--- src/rtl/rob_alloc_ctrl.sv ---
// rob_alloc_ctrl - reorder-buffer allocation controller for the decode stage.
//
// Keeps the ROB head/tail pointers and the occupancy count. Decode gets the
// next free tag on robAllocation and a freeze request on fullRob. Commits
// retire the head entry. A flush empties the ROB and then holds allocation
// off for RECOVER cycles while register status is restored.
//
// Parameters:
//   ROB      tag MSB index; tags are ROB+1 bits, depth = 2**(ROB+1)
//   RECOVER  cycles fullRob stays high after a flush (1..7)
//
// Ports:
//   clk            clock
//   globalReset    asynchronous active-high reset
//   robReq         decode dispatches one instruction (honoured only when fullRob=0)
//   validCommit    head entry retires this cycle
//   flush          control-flow recovery, synchronous
//   robAllocation  tag for the instruction in decode (the tail pointer)
//   commitROB      current head tag
//   fullRob        no free entry, or recovering from a flush
//   emptyRob       occupancy is zero
//   robCount       occupancy, 0..DEPTH
//   allocAck       registered, high the cycle after a successful allocation
//
// Optional feature macro: ROB_FULL_BYPASS_EN
//   When defined, a commit from a full ROB frees its slot for a same-cycle
//   allocation, which puts validCommit on the combinational path to fullRob.
//   When undefined, fullRob depends on registered state only.

module rob_alloc_ctrl #(
   parameter int ROB     = 2,
   parameter int RECOVER = 1
) (
   input  logic           clk,
   input  logic           globalReset,
   input  logic           robReq,
   input  logic           validCommit,
   input  logic           flush,
   output logic [ROB:0]   robAllocation,
   output logic [ROB:0]   commitROB,
   output logic           fullRob,
   output logic           emptyRob,
   output logic [ROB+1:0] robCount,
   output logic           allocAck
);

   localparam int               DEPTH       = 2 ** (ROB + 1);
   localparam logic [ROB+1:0]   DEPTH_CNT   = (ROB + 2)'(DEPTH);
   localparam logic [ROB+1:0]   CNT_ONE     = (ROB + 2)'(1);
   localparam logic [ROB:0]     TAG_ONE     = (ROB + 1)'(1);
   localparam logic [2:0]       RECOVER_CNT = 3'(RECOVER);

   typedef enum logic {
      ST_RUN,
      ST_RECOVER
   } state_t;

   state_t         state;
   logic [2:0]     recover_cnt;
   logic [ROB:0]   head;
   logic [ROB:0]   tail;
   logic [ROB+1:0] count;
   logic           is_full;
   logic           do_alloc;
   logic           do_commit;
   logic [ROB:0]   head_inc;

   // Full and empty come from the count so that head == tail is never ambiguous.
   assign is_full  = (count == DEPTH_CNT);
   assign emptyRob = (count == '0);

`ifdef ROB_FULL_BYPASS_EN
   // A retiring head entry on a full ROB makes its slot available this cycle.
   assign fullRob = (is_full & ~(validCommit & ~flush & (state == ST_RUN)))
                  | (state == ST_RECOVER);
`else
   assign fullRob = is_full | (state == ST_RECOVER);
`endif

   assign do_alloc  = robReq & ~fullRob & ~flush;
   assign do_commit = validCommit & ~emptyRob;
   assign head_inc  = head + TAG_ONE;

   assign robAllocation = tail;
   assign commitROB     = head;
   assign robCount      = count;

   // Pointer, count and recovery state machine. A flush wins over allocation:
   // the ROB collapses to the (possibly advanced) head and allocation is held
   // off until the recovery countdown expires.
   always_ff @(posedge clk or posedge globalReset) begin
      if (globalReset) begin
         head        <= '0;
         tail        <= '0;
         count       <= '0;
         state       <= ST_RUN;
         recover_cnt <= '0;
         allocAck    <= 1'b0;
      end else if (flush) begin
         head        <= do_commit ? head_inc : head;
         tail        <= do_commit ? head_inc : head;
         count       <= '0;
         allocAck    <= 1'b0;
         state       <= ST_RECOVER;
         recover_cnt <= RECOVER_CNT;
      end else begin
         allocAck <= do_alloc;
         if (do_alloc) begin
            tail <= tail + TAG_ONE;
         end
         if (do_commit) begin
            head <= head_inc;
         end
         if (do_alloc && !do_commit) begin
            count <= count + CNT_ONE;
         end else if (!do_alloc && do_commit) begin
            count <= count - CNT_ONE;
         end
         if (state == ST_RECOVER) begin
            if (recover_cnt <= 3'd1) begin
               state       <= ST_RUN;
               recover_cnt <= '0;
            end else begin
               recover_cnt <= recover_cnt - 3'd1;
            end
         end
      end
   end

endmodule

--- config.mk ---
export PLATFORM = sky130hd
export DESIGN_NAME = rob_alloc_ctrl
export DESIGN_NICKNAME = d
export VERILOG_FILES = /design/src/rtl/rob_alloc_ctrl.sv
export SDC_FILE = /design/constraint.sdc
export NUM_CORES = 1
export LEC_CHECK = 0
export CORE_MARGIN = 4
export CORE_UTILIZATION = 50
export DETAILED_ROUTE_END_ITERATION = 7
export GPL_TIMING_DRIVEN = 0
export PLACE_DENSITY = 0.78
export SYNTH_ARGS = -nofsm -noshare
export SYNTH_HDL_FRONTEND = slang
export SYNTH_SLANG_ARGS = --single-unit
export TNS_END_PERCENT = 50
--- constraint.sdc ---
create_clock -name clk -period 3.3 [get_ports clk]
set_input_delay 0.33 -clock clk [delete_from_list [all_inputs] [get_ports clk]]
set_output_delay 0.33 -clock clk [all_outputs]
set_load 0.03 [all_outputs]
# --- Yosys cells after proc, flatten, opt, wreduce, memory -nomap -nowiden ---
# Cells that the tools add are included.
op_classes:
  n_reduce_logical: 8
  n_addsub: 5
  shift: 0
  n_mul: 0
  bitwise_logic: 7
  magnitude_cmp: 1
  div: 0
  muxes: 13
  eq_ne: 1
ops:
  columns: ["op", "n"]
  rows:
  - ["$mux W3", 6]
  - ["$mux W4", 3]
  - ["$add A3 B1 Y3 const B", 2]
  - ["$add A4 B1 Y4 const B", 1]
  - ["$eq A4 B4 Y1 const B", 1]
  - ["$logic_not A4 Y1", 1]
  - ["$mux W1", 4]
  - ["$reduce_bool A2 Y1", 2]
  - ["$sub A4 B1 Y4 const B", 1]
  - ["$and A1 B1 Y1", 3]
  - ["$le A3 B1 Y1 const B", 1]
  - ["$not A1 Y1", 3]
  - ["$reduce_bool A3 Y1", 1]
  - ["$sub A3 B1 Y3 const B", 1]
  - ["$logic_and A1 B1 Y1", 2]
  - ["$logic_not A1 Y1", 2]
  - ["$or A1 B1 Y1", 1]
word_totals:
  word_cells: 41
  romBits: 0
  latch_bits: 0
  mem_count: 0
  reg_bits: 15
  ram_bits: 0
  input_bits: 5

# --- Longest topological paths before layout ---
# Gate-level depths: netlist (run 1).
logic_depth:
  ltp_word: 10
  depth_mapped: 10
  depth_no_buf: 9

# --- Worst setup path before layout (run 1) ---
# OpenSTA, ideal clock, no wires.
synth_path:
  kind: "register to register"
  from: "register count[0] (netlist: robCount[0])"
  to: "register count[3] (netlist: robCount[3])"
  arrival_time_ns: 2.517
  stages_incl_launch_ff: 10
  path_slack_ns: 0.679
  n_path_buf: 1
  required_time_ns: 3.196
  setup_time_ns: 0.104
  synth_period_minus_slack_ns: 2.621
  path_cell_list: "dfrtp_1 buf_6 o41a_1 nor3_1 inv_1 ha_1 a21o_2 a2111oi_0 mux2i_1 o311ai_1"
synth_via:
  elab_chain_len: 8
  word_cells_on_any_way: 18
  cone_classes: "add/sub: 2; eq/ne: 1; mux: 3; bitwise: 6; reduce/logical: 6"
synth_lines:
  columns: ["element", "line", "source"]
  rows:
  - ["start: declaration", "62", "logic [ROB+1:0] count;"]
  - ["start signal: assignment", "115", "count <= count + CNT_ONE;"]
  - ["start signal: assignment", "117", "count <= count - CNT_ONE;"]
  - ["$eq A4 B4 Y1", "69", "assign is_full = (count == DEPTH_CNT);"]
  - ["$or A1 B1 Y1", "77", "assign fullRob = is_full | (state == ST_RECOVER);"]
  - ["$not A1 Y1", "80", "assign do_alloc = robReq & ~fullRob & ~flush;"]
  - ["$and A1 B1 Y1 (2 in a row)", "80", null]
  - ["$logic_and A1 B1 Y1 / $logic_not A1 Y1 (equally long branches)", "114, 116", null]
  - ["$mux W4 / $logic_and A1 B1 Y1 (equally long branches)", "114, 116", null]
  - ["$mux W4 / $reduce_bool A3 Y1 (equally long branches)", null, null]
# Several ways; a longest one is shown, not always the timed one. The select of a mux whose other input is x is not followed.
# A chain may end at the register's enable or synchronous reset.

# --- Worst setup path after layout (run 1) ---
# Ends and elaborated chain as after synthesis.

==> results of run 1 <==
[metal layers]
metal | wire, um | vias up | share of wire [%] | GRT usage [%]
li1 | - | 353 | - | -
met1 | 781 | 350 | 44 | 20.5
met2 | 925 | 11 | 52 | 28.0
met3 | 66 | 2 | 3.7 | 3.56
met4 | 6 | 0 | 0.34 | 2.69
met5 | 0 | - | 0 | 0
[area by class of cell]
type | instances | area share, %
multi-input combinational | 62 | 42.9
inverter | 8 | 2.65
sequential | 15 | 33.2
clock buffer | 4 | 2.32
buffer | 3 | 1.99
tap | 25 | 2.77
timing repair buffer | 16 | 14.2
[critical path, stage by stage (launching register included)]
cell and delay, ns:
dfrtp_1 0.40, buf_6 0.14, o41a_1 0.48, nor3_1 0.32, inv_1 0.11, ha_1 0.28
a21o_2 0.23, a2111oi_0 0.41, mux2i_1 0.13, o311ai_1 0.09
[placed cells by master (no fill, tap or decap), types with 3 or more instances in the layout]
cell type	count
xnor2_1	5
dfrtp_1	15
nor2_1	6
nor3_1	3
o21ai_0	6
inv_1	8
ha_1	6
nand2_1	5
clkbuf_4	3
clkdlybuf4s50_1	16
nand2b_1	3
[flip-flops by register name (all words and copies together), names as in the netlist]
name           flops
commitROB          3
robAllocation      3
allocAck           1
robCount           4
recover_cnt        3
state              1
[per-stage QoR]
step | utilization [%] | cells | power (uW) | worst slack [ns] | hold slack (ns)
after floorplan | - | 88 | 707 | 0.679 | 0.231
after global placement | 64.0 | 129 | 888 | 0.605 | 0.480
after detailed placement | 64.0 | 129 | 909 | 0.536 | 0.486
after CTS | 65.5 | 133 | 1020 | 0.604 | 0.304
after global routing | 65.5 | 133 | 1080 | 0.364 | 0.328
final | 65.5 | 133 | 1010 | 0.608 | 0.303
[path summary, 6_finish.rpt]
kind | start | endpoint | slack [ns]
min reg2reg | commitROB[2] | commitROB[2] | 0.49
max in group asynchronous | globalReset | allocAck | 2.54
min | flush | robCount[2] | 0.30
min in group asynchronous | globalReset | robCount[2] | 0.39
max | robCount[0] | robCount[3] | 0.61
max reg2reg | robCount[0] | robCount[3] | 0.61
[report_power, final]
| group | switching, uW | internal (uW) | total, uW |
|---|---|---|---|
| sequential | 65.0 | 245 | 310 |
| clock | 61.1 | 46.9 | 108 |
| combinational | 319 | 270 | 589 |
[logic make-up after synthesis]
kind of cell / share of synthesized area [%]
muxes: 4.66
and+or+nand+nor: 17.1
adders and majority gates: 10.4
DFF: 41.1
xor gates and xnor gates: 5.75
AOI/OAI and AO/OA: 15.2
buffers and inverters: 5.75
==> metrics.yaml, run 1 <==
outcome: "finished, final reports clean"
ctsHoldBuffers: 0
slew_headroom_pct: 52.4
cts_resized: 0
seq_area_um2: 375
start_kind: "register"
cts_tree: "built"
syn2layout_area_growth_pct: 23.8
die_area_um2: 2570
portBuffers: 16
synth.most_common_cell: "dfrtp_1"
leakage_uw: 0.000466
ys_types: 34
drtAntennaViolNets: 0
cp.required_ns: 3.48
cp-end-kind: "register"
dp_hpwl_um: 1390
reg2regPathDepth: 9
synth_nets: 100
grt_usage_pct: 16.1
syn_avg_cell_area_um2: 10.4
hold_class: "input port to register"
wl_per_cell_um: 13.4
period_needed_ns: 2.69
coreArea_um2: 1730
antenna_found_initial: 0
ioPinCount: 18
ys_ff_latch: 15
clk_pin_slew_ns: 0.09
die_x_um: 50.7
cts_root_buf: "clkbuf_4"
dpl_cell_area_um2: 1100
initial_core_util_pct: 52.9
first_iter_violations: 1
worstSetupPathType: "register to register"
cts_setup_buffers: 0
synth-async-reset-ratio_pct: 100
setup_viol: 0
ir_worst_vdd_uv: 410
seq_area_frac_synth_pct: 41.1
cts_buffer_depth: 2
wirelength_um: 1780
syn_area_um2: 913
via_count: 716
nNetsFinal: 121
fill_cells: 166
max_freq_mhz: 372
clock_latency_ns: 0.28
ys_warn_count: 0
fin_tns_setup_ns: 0
power.density_nw_per_um2: 890
syn_inst: 88
cts.sinks: 15
grt_pass1_wl_um: 3210
num_rows: 15
cts.htree.levels: 1
first_global_vias: 720
ys.flop_type: "dfrtp_1"
route.detailed.drc: 0
multi_input_area_um2: 485
dieHeight_um: 50.7
ys_top_cells_by_area: "dfrtp_1, ha_1, xnor2_1"
rsz0062_at_grt: "no"
drtPass1Iterations: 4
synthTopCellsByCount: "dfrtp_1, inv_1, ha_1, nor2_1, o21ai_0"
grt_max_degree: 16
maxSlewViolCount: 0
yosys.area.top_type_share_pct: 41.1
worstPathMaxFanout: 9
holdPathStages: 2
antenna_cells: 0
synth_edf_count: 0
finalClockSkew_ns: 0.00221
period_share_pct: 81.6
crit_arrival_ns: 2.88
synth_top_cell_by_area: "dfrtp_1"
hold_viol: 0
drv_cap: 0
grt-ovfl-total: 0
drive_gt1_share_pct: 10.2
numCtsBuffers: 3
via_per_inst: 5.38
tightestPinTransition_ns: 0.705
design_area_um2: 1130
gp_congestion: 0.788
Power figures use the tool's default switching activity.
==> inputs of run 2 (changes only) <==
--- a/config.mk
+++ b/config.mk
@@ -6,10 +6,10 @@
 export NUM_CORES = 1
 export LEC_CHECK = 0
 export CORE_MARGIN = 4
-export CORE_UTILIZATION = 50
+export CORE_UTILIZATION = 45
 export DETAILED_ROUTE_END_ITERATION = 7
 export GPL_TIMING_DRIVEN = 0
-export PLACE_DENSITY = 0.78
+export PLACE_DENSITY = 0.74
 export SYNTH_ARGS = -nofsm -noshare
 export SYNTH_HDL_FRONTEND = slang
 export SYNTH_SLANG_ARGS = --single-unit
==> constraint.sdc (replaced) <==
create_clock -name clk -period 2.21 [get_ports clk]
set_input_delay 0.221 -clock clk [delete_from_list [all_inputs] [get_ports clk]]
set_output_delay 0.221 -clock clk [all_outputs]
set_load 0.03 [all_outputs]
==> metrics.yaml, run 2 (same netlist as run 1, synthesis figures left out) <==
grt_pass1_wl_um: 3530  # was 3210 um
wl_per_cell_um: 14.3  # was 13.4 um
first_iter_violations: 8  # was 1
num_rows: 16  # was 15
clkPwrFrac_pct: 9.5  # was 10.7%
cts_buffer_depth: 2  # unchanged
die_x_um: 53.1  # was 50.7 um
route.detailed.drc: 0  # unchanged
cts_tree: "built"  # unchanged
grt-ovfl-total: 0  # unchanged
drv_cap: 0  # unchanged
crit_path_cell_trace: "o41a_1, nor3_4, inv_2, ha_1, a21o_2, a21oi_2, or4b_1, o311ai_2"  # was buf_6, o41a_1, nor3_1, inv_1, ha_1, a21o_2, a2111oi_0, mux2i_1, o311ai_1
ioPinCount: 18  # unchanged
final_cell_mix: "buf_4, clkdlybuf4s50_1, dfrtp_1, inv_1"  # was clkdlybuf4s50_1, dfrtp_1, inv_1
p_total_uw: 1690  # was 1010 uW
fin_tns_setup_ns: -0.141  # was 0 ns
max_stage_delay_ns: 0.52  # was 0.48 ns
reg2reg_to: "robCount[3]"  # unchanged
initial_core_util_pct: 47.0  # was 52.9%
wirelength_um: 2110  # was 1780 um
drtAntennaViolNets: 0  # unchanged
r2r-start: "robCount[1]"  # was robCount[0]
via_count: 771  # was 716
hold_viol: 0  # unchanged
nNetsFinal: 133  # was 121
start_kind: "register"  # unchanged
cts_root_buf: "clkbuf_4"  # unchanged
finalClockSkew_ns: 0.00515  # was 0.00221 ns
period_needed_ns: 2.35  # was 2.69 ns
outcome: "finished, violations left"  # was finished, final reports clean
dieHeight_um: 53.1  # was 50.7 um
leakage_uw: 0.000545  # was 0.000466 uW
path_depth: 8  # was 9
first_global_vias: 750  # was 720
drive_gt1_share_pct: 31.7  # was 10.2%
placed_cells: 131  # was 129
rsz0062_at_grt: "yes"  # was no
hold_class: "input port to register"  # unchanged
p_int_uw: 946  # was 561 uW
clock_latency_ns: 0.29  # was 0.28 ns
via_per_inst: 5.24  # was 5.38
antenna_cells: 0  # unchanged
coreArea_um2: 1940  # was 1730 um2
path_buf_inv: 1  # was 2
tightestPinTransition_ns: 0.710  # was 0.705 ns
maxSlewViolCount: 0  # unchanged
grt_usage_pct: 17.1  # was 16.1%
cts.sinks: 15  # unchanged
critical_path.top_delay_family: "compound AO/OA/AOI/OAI gates"  # unchanged
period_share_pct: 106  # was 81.6%
combPwrFrac_pct: 63.0  # was 58.5%
hold_start: "flush"  # unchanged
numCtsBuffers: 3  # unchanged
crit_start: "robCount[1]"  # was robCount[0]
antenna_found_initial: 0  # unchanged
crit_path_end: "robCount[3]"  # unchanged
dp_hpwl_um: 1390  # about the same
portBuffers: 16  # unchanged
setup_viol: 1  # was 0
slew_headroom_pct: 52.0  # was 52.4%
syn2layout_area_growth_pct: 39.9  # was 23.8%
die_area_um2: 2810  # was 2570 um2
seq_area_um2: 380  # was 375 um2
max_freq_mhz: 425  # was 372 MHz
largest_register_ffs: 4  # unchanged
cp.required_ns: 2.40  # was 3.48 ns
setup_ws_ns: -0.141  # was 0.608 ns
worst_path_max_delay_cell: "or4b_1"  # was o41a_1
cts.htree.levels: 1  # unchanged
worstSetupPathType: "register to register"  # unchanged
r2r_slack_ns: -0.14  # was 0.61 ns
multi_input_area_um2: 541  # was 485 um2
seq_power_share_pct: 27.5  # was 30.8%
clk_pin_slew_ns: 0.09  # about the same
violations: "negative setup slack"
p_switching_uw: 739  # was 445 uW
cp-end-kind: "register"  # unchanged
hold_ws_ns: 0.213  # was 0.303 ns
gp_congestion: 0.794  # was 0.788
switching_share_pct: 43.9  # was 44.2%
ir_worst_vdd_uv: 818  # was 410 uV
grt_max_degree: 16  # unchanged
drtPass1Iterations: 4  # unchanged
crit_arrival_ns: 2.54  # was 2.88 ns
worstPathMaxFanout: 7  # was 9
reg2regPathDepth: 8  # was 9
power.density_nw_per_um2: 1320  # was 890 nW/um2
fill_cells: 170  # was 166
instances_no_fill: 147  # was 133
-- run 2: worst register-to-register path: cells and delay by family (launching register included) --
kind | cells | cell delay, ns
and+or+nand+nor | 2 | 0.69
buffers and inverters | 1 | 0.06
adders and majority gates | 1 | 0.26
AOI/OAI and AO/OA | 4 | 0.79
DFF | 1 | 0.46
-- run 2: what timing repair did --
action	in CTS	in global routing
hold buffers	0	0
setup endpoints to repair	2	5
setup buffers	7	7
resized for setup	2	13
pin swaps	6	9
-- run 2: how the worst min path moves through the flow --
| stage | end | slack (ns) | depth (start not counted) |
|---|---|---|---|
| after global placement | commitROB[2] | 0.48 | 1 |
| final | robCount[2] | 0.21 | 2 |
| after floorplan | allocAck | 0.12 | 1 |
| after CTS | robCount[2] | 0.21 | 2 |
| after detailed placement | commitROB[2] | 0.49 | 1 |
| after global routing | robCount[2] | 0.21 | 2 |
-- run 2: area by class of cell --
cell class | instances | area share, %
Buffer | 2 | 0.881
Clock buffer | 4 | 2.06
Inverter | 8 | 2.35
Multi-Input combinational cell | 62 | 42.3
Sequential cell | 15 | 29.8
Tap cell | 27 | 2.64
Timing Repair Buffer | 29 | 20.0
-- run 2: stage by stage --
stage / setup WS [ns] / utilization, % / cell area [um2]
2_1_floorplan: -0.151 / - / 932
3_3_place_gp: -0.283 / 58.0 / 1130
3_5_place_dp: -0.338 / 58.0 / 1130
4_1_cts: -0.187 / 61.6 / 1200
5_1_grt: -0.245 / 65.8 / 1280
6_report: -0.141 / 65.8 / 1280
-- run 2: power groups by stage --
stage	registers (uW)	logic [uW]	clock network, uW
after global placement	471	885	0
final	463	1060	160
after global routing	477	1150	177
after detailed placement	478	901	0
after floorplan	626	454	0
after CTS	468	968	164
-- run 2: routing by layer --
layer,vias up,part of all wire [%],track usage (%)
met1,377,44,22.8
met2,10,51,27.5
met4,0,1.6,5.11
met3,5,3.3,3.66
li1,379,-,-
met5,-,0,0
==> RTL change (config.mk and constraints of run 2) <==
Reset style: synchronous (`globalReset`), changed in one clocked block. Comments in the files are not updated.
--- a/src/rtl/rob_alloc_ctrl.sv
+++ b/src/rtl/rob_alloc_ctrl.sv
@@ -88,7 +88,7 @@
    // Pointer, count and recovery state machine. A flush wins over allocation:
    // the ROB collapses to the (possibly advanced) head and allocation is held
    // off until the recovery countdown expires.
-   always_ff @(posedge clk or posedge globalReset) begin
+   always_ff @(posedge clk) begin
       if (globalReset) begin
          head        <= '0;
          tail        <= '0;
Function: differs if globalReset is asserted again (counterexample within 4 cycles, from zero or initial values and one cycle with globalReset high); with globalReset held inactive, the same outputs for 10 cycles.
==> RTL change against run 2 <==
Setup slack better by 0.18 ns; wire length is 14% lower; sequential cell count stayed put; sequential share of layout area is 3.3 points lower; first-iteration DRC count is 50% higher; fmax is 8.3% higher; area after synthesis is 11% lower; global-route usage is 2.6 points lower; final cell count is 2.0% lower; final area is 7.6% lower; count of clock-buffer cells in the layout stayed put; synthesized cell count is 2.3% higher; highest routed layer unchanged.
Power is not compared: it rests on default switching activity, and its combinational part moved more than twofold at a synthesized area within 25%.
==> RTL change: results (changes against run 2) <==
Routing
  • Drt first-iter violations: 12 (+4)
  • Wl on met1: 812 um (-12%)
  • Avg WL per Cell: 12.6 um (-12%)
  • Vias per std cell: 4.97 (-5.3%)
  • WL met2: 849 um (-21%)

STA
  • Worst clock skew on the final layout: 0.00257 ns (-0.00258 ns)

Placed design
  • Count of input and output buffers: 17 (+1)
  • Setup Slack @ Placement: -0.248 ns (+0.0904 ns)
  • HPWL reported at the end of detailed placement: 1160 um (-17%)
  • Global placement routability congestion: 0.768 (-3.3%)
  • Post-placement cell count: 132 (+0.76%)

Cells and area
  • Total of plain and repair buffers excluding clock buffers: 28 (-9.7%)
  • Non-Clock Buffer Area Fraction: 21.1% (+0.24 points)
  • Fraction of area in multi-input gates: 44.8% (+2.4 points)
  • Sequential fraction of total cell area: 26.5% (-3.3 points)
  • Post-route standard cell area excluding fillers: 1180 um2 (-7.6%)
  • Share of final-layout standard cells stronger than drive strength 1: 26.9% (-4.8 points)
  • Clock buf/inv share: 2.23% (+0.17 points)
  • Final cell count without fillers: 144 (-2.0%)
  • Multi-input gates: 64 (+3.2%)
  • Fill cell total of the finished layout: 155 (-8.8%)

Yosys
  • Net count after synthesis: 103 (+3.0%)
  • Cells after Synth: 90 (+2.3%)
  • Top flip-flop cell by instance count after synthesis: sky130_fd_sc_hd__dfxtp_1
  • Xor/xnor cell area share of the yosys netlist: 6.45% (+0.70 points)
  • Unique cell type count in the Yosys netlist: 30 (-12%)
  • Synthesized-area fraction occupied by adder cells: 13.2% (+2.8 points)
  • FFs w/ async S/R, synth: 0% (-100 points)
  • List of most frequent post-synthesis cells: sky130_fd_sc_hd__dfxtp_1, sky130_fd_sc_hd__nor2_1, sky130_fd_sc_hd__inv_1, sky130_fd_sc_hd__ha_1, sky130_fd_sc_hd__a21oi_1
  • Fraction of synthesized area in multiplexers: 2.46% (-2.2 points)
  • Fraction of the mapped netlist area in compound gates: 18.4% (+3.2 points)
  • Main area contributors after synthesis: sky130_fd_sc_hd__dfxtp_1, sky130_fd_sc_hd__ha_1, sky130_fd_sc_hd__nor2_1

Worst hold path
  • Class of the tightest hold or removal check: flop to flop

Floorplan
  • Num rows: 15 (-1)

GRT
  • Met1 track demand over resource: 18.7% (-4.1 points)
  • Vias in the first global route: 641 (-15%)
  • Total Routing Usage GR: 14.5% (-2.6 points)
  • Largest net degree at the start of global routing: 11 (-5)
  • Global routing usage on met3: 3.86% (+0.20 points)
  • Global-route wire length before repair: 2750 um (-22%)
  • Met2 global-route usage: 21.7% (-5.7 points)

Critical path
  • Slowest Stage Delay on Critical Path: 0.40 ns (-0.12 ns)
  • Maximum fanout along the worst path: 6 (-1)
  • Crit path DAT: 2.41 ns (-0.13 ns)
  • Cell with the largest stage delay on the worst path: sky130_fd_sc_hd__o41ai_4
  • Flop-to-flop setup slack: 0.04 ns (+0.18 ns)
  • Worst setup path start: robCount[2]$_SDFFE_PP0P_

Status
  • Outcome: completed
-- RTL change: how the worst min path moves through the flow --
stage / slack [ns] / endpoint / cells past startpoint / from
CTS: 0.53 / recover_cnt[2]$_SDFFE_PP0P_ / 2 / recover_cnt[2]$_SDFFE_PP0P_
floorplan: 0.29 / state$_SDFF_PP0_ / 1 / globalReset
detailed placement: 0.51 / recover_cnt[2]$_SDFFE_PP0P_ / 2 / recover_cnt[2]$_SDFFE_PP0P_
global route: 0.56 / recover_cnt[2]$_SDFFE_PP0P_ / 2 / recover_cnt[2]$_SDFFE_PP0P_
global placement: 0.49 / recover_cnt[2]$_SDFFE_PP0P_ / 2 / recover_cnt[2]$_SDFFE_PP0P_
finish: 0.54 / recover_cnt[1]$_SDFFE_PP0P_ / 2 / recover_cnt[1]$_SDFFE_PP0P_
-- RTL change: report_power, final --
part           switching (mW)  internal (mW)
combinational           0.153          0.146
clock                  0.0921         0.0702
sequential             0.0262          0.290
total                   0.271          0.506
